File: src/rtl/l1d_way_hit_resolver.sv
// l1d_way_hit_resolver: per-channel registered way-hit classifier for the L1D
// tag-compare stage. Each channel is a single-entry valid/ready register that
// returns miss / single-hit / multi-hit plus the lowest hit way one cycle after
// accept. A sticky multi-hit flag and an optional saturating multi-hit event
// counter feed the cache error/CSR logic.
// Optional feature macro: L1D_MULTIHIT_COUNTER_EN (counter present when defined;
// otherwise multi_count_o is tied to zero with the same width).
module l1d_way_hit_resolver #(
    parameter int WAYS     = 4,
    parameter int CHANNELS = 2,
    parameter int CNT_W    = 8,
    localparam int WW      = $clog2(WAYS)
) (
    input  logic                     cpu_clk_i,
    input  logic                     cpu_rst_ni,
    input  logic [CHANNELS-1:0]      req_valid_i,
    output logic [CHANNELS-1:0]      req_ready_o,
    input  logic [CHANNELS*WAYS-1:0] req_hits_i,
    output logic [CHANNELS-1:0]      resp_valid_o,
    input  logic [CHANNELS-1:0]      resp_ready_i,
    output logic [CHANNELS-1:0]      resp_hit_o,
    output logic [CHANNELS-1:0]      resp_miss_o,
    output logic [CHANNELS-1:0]      resp_multi_o,
    output logic [CHANNELS*WW-1:0]   resp_way_o,
    input  logic                     clear_i,
    output logic                     multi_sticky_o,
    output logic [CNT_W-1:0]         multi_count_o
);

    // Event count must hold 0..CHANNELS; the counter sum gets at least one
    // extra bit on top of CNT_W so it can never wrap before saturating.
    localparam int EW = $clog2(CHANNELS + 1);
    localparam int SW = CNT_W + EW;

    // Index of the lowest set bit; scanning downward lets the lowest win.
    function automatic logic [WW-1:0] lowest_way(input logic [WAYS-1:0] h);
        logic [WW-1:0] w;
        w = {WW{1'b0}};
        for (int i = WAYS - 1; i >= 0; i--) begin
            w = h[i] ? WW'(i) : w;
        end
        return w;
    endfunction

    // Two or more bits set: clearing the lowest set bit leaves something.
    function automatic logic is_multi(input logic [WAYS-1:0] h);
        return |(h & (h - WAYS'(1)));
    endfunction

    logic [CHANNELS-1:0]    resp_valid_q, resp_valid_d;
    logic [CHANNELS-1:0]    resp_hit_q,   resp_hit_d;
    logic [CHANNELS-1:0]    resp_miss_q,  resp_miss_d;
    logic [CHANNELS-1:0]    resp_multi_q, resp_multi_d;
    logic [CHANNELS*WW-1:0] resp_way_q,   resp_way_d;
    logic                   sticky_q,     sticky_d;
    logic [CHANNELS-1:0]    accept_s;
    logic [EW-1:0]          event_cnt_s;

    // Ready depends only on the output register state and downstream ready.
    assign req_ready_o = ~resp_valid_q | resp_ready_i;

    // Per-channel next state: overwrite on accept, drop on pop, else hold.
    always_comb begin
        resp_valid_d = resp_valid_q;
        resp_hit_d   = resp_hit_q;
        resp_miss_d  = resp_miss_q;
        resp_multi_d = resp_multi_q;
        resp_way_d   = resp_way_q;
        accept_s     = {CHANNELS{1'b0}};
        event_cnt_s  = {EW{1'b0}};
        for (int c = 0; c < CHANNELS; c++) begin
            accept_s[c] = req_valid_i[c] & req_ready_o[c];
            if (accept_s[c]) begin
                resp_valid_d[c]         = 1'b1;
                resp_miss_d[c]          = (req_hits_i[c*WAYS +: WAYS] == {WAYS{1'b0}});
                resp_multi_d[c]         = is_multi(req_hits_i[c*WAYS +: WAYS]);
                resp_hit_d[c]           = !resp_miss_d[c] && !resp_multi_d[c];
                resp_way_d[c*WW +: WW]  = lowest_way(req_hits_i[c*WAYS +: WAYS]);
                event_cnt_s             = event_cnt_s + EW'(resp_multi_d[c]);
            end else if (resp_valid_q[c] && resp_ready_i[c]) begin
                resp_valid_d[c] = 1'b0;
            end else begin
                resp_valid_d[c] = resp_valid_q[c];
            end
        end
    end

    // Sticky flag: a clear still keeps events accepted in the same cycle.
    always_comb begin
        if (clear_i) begin
            sticky_d = (event_cnt_s != {EW{1'b0}});
        end else begin
            sticky_d = sticky_q | (event_cnt_s != {EW{1'b0}});
        end
    end

    // Response and sticky registers with synchronous active-low reset.
    always_ff @(posedge cpu_clk_i) begin
        if (!cpu_rst_ni) begin
            resp_valid_q <= {CHANNELS{1'b0}};
            resp_hit_q   <= {CHANNELS{1'b0}};
            resp_miss_q  <= {CHANNELS{1'b0}};
            resp_multi_q <= {CHANNELS{1'b0}};
            resp_way_q   <= {(CHANNELS*WW){1'b0}};
            sticky_q     <= 1'b0;
        end else begin
            resp_valid_q <= resp_valid_d;
            resp_hit_q   <= resp_hit_d;
            resp_miss_q  <= resp_miss_d;
            resp_multi_q <= resp_multi_d;
            resp_way_q   <= resp_way_d;
            sticky_q     <= sticky_d;
        end
    end

    assign resp_valid_o   = resp_valid_q;
    assign resp_hit_o     = resp_hit_q;
    assign resp_miss_o    = resp_miss_q;
    assign resp_multi_o   = resp_multi_q;
    assign resp_way_o     = resp_way_q;
    assign multi_sticky_o = sticky_q;

`ifdef L1D_MULTIHIT_COUNTER_EN
    logic [CNT_W-1:0] count_q, count_d;
    logic [SW-1:0]    sum_s;

    // Saturating counter: clear restarts from the same-cycle event count.
    always_comb begin
        if (clear_i) begin
            sum_s = SW'(event_cnt_s);
        end else begin
            sum_s = SW'(count_q) + SW'(event_cnt_s);
        end
        if (sum_s > SW'({CNT_W{1'b1}})) begin
            count_d = {CNT_W{1'b1}};
        end else begin
            count_d = sum_s[CNT_W-1:0];
        end
    end

    // Counter register with synchronous active-low reset.
    always_ff @(posedge cpu_clk_i) begin
        if (!cpu_rst_ni) begin
            count_q <= {CNT_W{1'b0}};
        end else begin
            count_q <= count_d;
        end
    end

    assign multi_count_o = count_q;
`else
    assign multi_count_o = {CNT_W{1'b0}};
`endif

endmodule

File: config.mk
export PLATFORM = sky130hd
export DESIGN_NAME = l1d_way_hit_resolver
export DESIGN_NICKNAME = d
export VERILOG_FILES = /design/src/rtl/l1d_way_hit_resolver.sv
export SDC_FILE = /design/constraint.sdc
export NUM_CORES = 1
export LEC_CHECK = 0
export ABC_AREA = 1
export BUFFER_PORTS_ARGS = -buffer_cell sky130_fd_sc_hd__buf_2
export CORE_AREA = 2 2 43 53
export CTS_BUF_LIST = sky130_fd_sc_hd__clkbuf_8
export DETAILED_ROUTE_END_ITERATION = 6
export DIE_AREA = 0 0 45 55
export PLACE_DENSITY_LB_ADDON = 0.3
export SKIP_LAST_GASP = 1
export SYNTH_ARGS = -nofsm -noshare
export SYNTH_HDL_FRONTEND = slang
export SYNTH_SLANG_ARGS = --single-unit
File: constraint.sdc
create_clock -name cpu_clk_i -period 1.9 [get_ports cpu_clk_i]
set_clock_uncertainty 0.05 [all_clocks]
set_input_delay 0.475 -clock cpu_clk_i [delete_from_list [all_inputs] [get_ports cpu_clk_i]]
set_output_delay 0.475 -clock cpu_clk_i [all_outputs]
set_load 0.05 [all_outputs]
==> run summary <==
================================================================================
Pin count of the biggest net entering global routing                          10
Yosys reg bits                                                                13
WL final                                                                 1400 µm
HPWL after detailed placement                                            1140 µm
Number of CTS-inserted buffers                                                 3
Buffering stage count on the worst path with inverters included                6
Starting Density                                                           0.374
Flip-flop cell with the highest count after synthesis                    dfxtp_1
Category of the worst setup path capture point                          register
Post-CTS setup-driven buffer insertion count                                   0
Number of H-tree levels                                                        1
Power density of the placed cells                                     832 nW/µm²
Count of boundary I/O pins                                                    38
Clock transition at the registers of the reported paths                    60 ps
Layout cell share with drive strength beyond 1                             0.355
Worst r2r path cells                                                          12
Clock sinks                                                                   13
Setup repair after global routing missed its margin                        false
Post-synth design cell area                                              742 µm²
DRT Pass-1 Iters                                                               2
Arrival time of the worst setup path                                     1570 ps
Hold Crit Class                                                       reg -> reg
Gate power share                                                           0.292
Leading cell types in the layout, fill and taps excluded            buf_2, nand2_1, inv_1
Yosys Warn Count                                                               0
Worst setup slack after layout                                            404 ps
Post-CTS Hold Buffers                                                          0
DRC violation count after routing                                              0
Non-filler cells in the finished layout                                      158
Proportion of netlist area held by the largest area contributor            0.351
Setup violation total in the final timing report                               0
Total number of placement rows                                                18
Shortest clock period the worst path allows after layout                 1500 ps
Category of the worst setup path launch point                          input pin
Via density per instance                                                    4.32
WL/cell                                                                  8.85 µm
Clk Tree Root Cell                                                      clkbuf_8
Max Slew Vio Count                                                             0
Critical path required time                                              1980 ps
Period utilization                                                         0.787
Vias in the first global route                                               583
Chip Height                                                                55 µm
Global-route wire length before repair                                   2300 µm
Overflow after GRT                                                             0
Cell type group with the largest total delay on the critical path   simple AND/OR/NAND/NOR gates
Clock latency reported for the late side of the worst-skew pair           240 ps
Seq/Total Area, Yosys                                                      0.351
Area of the core                                                        1980 µm²
Number of diodes added for antenna fixing                                      0
Final-stage net count                                                        155
Class of the most critical setup path                                  in -> reg
Max_cap viols                                                                  0
Cell-internal power                                                     0.489 mW
Area of combinational cells with multiple inputs                         363 µm²
Cells along the critical path                                       buf_2 -> inv_1 -> nand2_4 -> nand2_4 -> inv_2 -> nand2_1 -> inv_1 -> ha_1 -> inv_1 -> nand2_1 -> nand3_1 -> nand2_1 -> inv_1 -> a21oi_1
Sw power                                                                0.282 mW
Placed Instances                                                             154
Switching Share                                                            0.366
Total routing usage reported by global routing                             0.128
Clock share of power                                                       0.319
Placer's final routability congestion estimate                             0.740
Final sum of negative setup slack                                           0 ps
Count of cells resized by post-cts repair                                      0
Peak supply drop                                                        0.423 mV
Initial antenna violation count                                                0
Part of the total power dissipated in sequential elements                  0.389
Area growth from synthesis to final layout                                 24.8%
Final-report hold violation count                                              0
Crit-path max cell delay                                                  270 ps
Unique cell type count in the Yosys netlist                                   19
Outcome                                                             finished, final reports clean
Die X                                                                      45 µm
Number of fillers in the final layout                                        215
Avg Cell Area, Syn                                                      7.00 µm²
Most common cell after layout, fill and taps aside                         buf_2
Leak                                                                    0.535 nW
Worst hold path stage count                                                    2
Highest achievable clock rate                                            669 MHz
Deepest clock path buffer count                                                2
Number of enable flip-flop cells after synthesis                               0
Die area                                                                2480 µm²
Number of antenna-violating nets in the routed design                          0
Total via count after detailed routing                                       683
Worst-case setup slack after placement                                    155 ps
Count of buffers from port buffering                                          29
Sum of internal, switching and leakage power                            0.771 mW
Top cell type by total area after synthesis                              dfxtp_1
Maximum fanout count along the critical path                                   7
Synth top area cells                                                dfxtp_1, nand2_1, inv_1
DRC violation total after the first TritonRoute iteration                      4
Sequential cell area                                                     262 µm²
Crit. path cell count                                                         14
Instance count of the mapped netlist                                         106
Cell repeated most along the worst path                                    inv_1
Fraction of registers with async set or reset after synthesis                  0
Clock tree from TritonCTS                                                  built
Critical path's slowest cell                                                ha_1
================================================================================
[layer usage]
| layer | vias to the layer above | track usage | routed length (µm) |
|---|---|---|---|
| li1 | 370 | - | - |
| met4 | 0 | 0.0588 | 13 |
| met1 | 292 | 0.153 | 619 |
| met5 | - | 0 | 0 |
| met3 | 2 | 0.0292 | 75 |
| met2 | 19 | 0.217 | 691 |
[synth_stat cells, types with 2 or more instances]
library cell and n:
nand2_2 2, nand2_1 23, a21oi_1 10, nand3_1 3
inv_2 2, o21ai_0 5, buf_4 8, nor2_1 5
dfxtp_1 13, o21ai_1 2, nand2_4 4, nor2_2 2
inv_1 19, a21oi_2 3
[area by class of cell]
| class | count | share of cell area |
|---|---|---|
| multi-input cells | 70 | 0.392 |
| well taps | 20 | 0.0270 |
| clock buffers | 3 | 0.0446 |
| flip-flops and latches | 13 | 0.282 |
| clock inverters | 1 | 0.00541 |
| repair buffers | 29 | 0.157 |
| inverters | 22 | 0.0919 |
[per-stage QoR]
| step | utilization | cell area (µm²) | hold WS, ps |
|---|---|---|---|
| 2_1_floorplan | - | 769 | 561 |
| 3_3_place_gp | 0.444 | 880 | 405 |
| 3_5_place_dp | 0.444 | 880 | 412 |
| 4_1_cts | 0.467 | 926 | 422 |
| 5_1_grt | 0.467 | 926 | 445 |
| 6_report | 0.467 | 926 | 415 |
[power groups by stage]
stage	combinational (mW)	clock, mW	sequential (mW)
4_1_cts	0.226	0.254	0.300
6_report	0.225	0.246	0.300
5_1_grt	0.246	0.272	0.302
3_5_place_dp	0.225	0	0.306
3_3_place_gp	0.222	0	0.306
2_1_floorplan	0.127	0	0.367
[kinds of logic (layout without fill, tap and decap cells)]
group | Yosys count | count (layout) | synth area share
compound gates | 20 | 20 | 0.150
simple gates | 41 | 41 | 0.282
flops | 13 | 13 | 0.351
fa+ha+maj | 1 | 1 | 0.0169
other cells | 1 | 8 | 0.00505
buf+inv | 30 | 55 | 0.196
[worst min-delay path: cells and delay by family (launching register included)]
family / cells / cell delay [ps]
AOI/OAI and AO/OA: 1 / 60
DFF: 1 / 300
and+or+nand+nor: 1 / 60
[worst paths after layout]
kind	startpoint	end	slack, ps
setup / recovery	resp_ready_i[0]	multi_sticky_o	400
hold / removal	resp_multi_o[0]	resp_multi_o[0]	420
setup reg to reg	resp_valid_o[0]	multi_sticky_o	470
hold reg to reg	resp_multi_o[0]	resp_multi_o[0]	420
[state kept, by name (all words and copies together) (netlist names)]
register        flops
resp_way_o          4
resp_hit_o          2
resp_miss_o         2
resp_multi_o        2
resp_valid_o        2
multi_sticky_o      1
No activity file was read; power rests on OpenSTA's default activity.
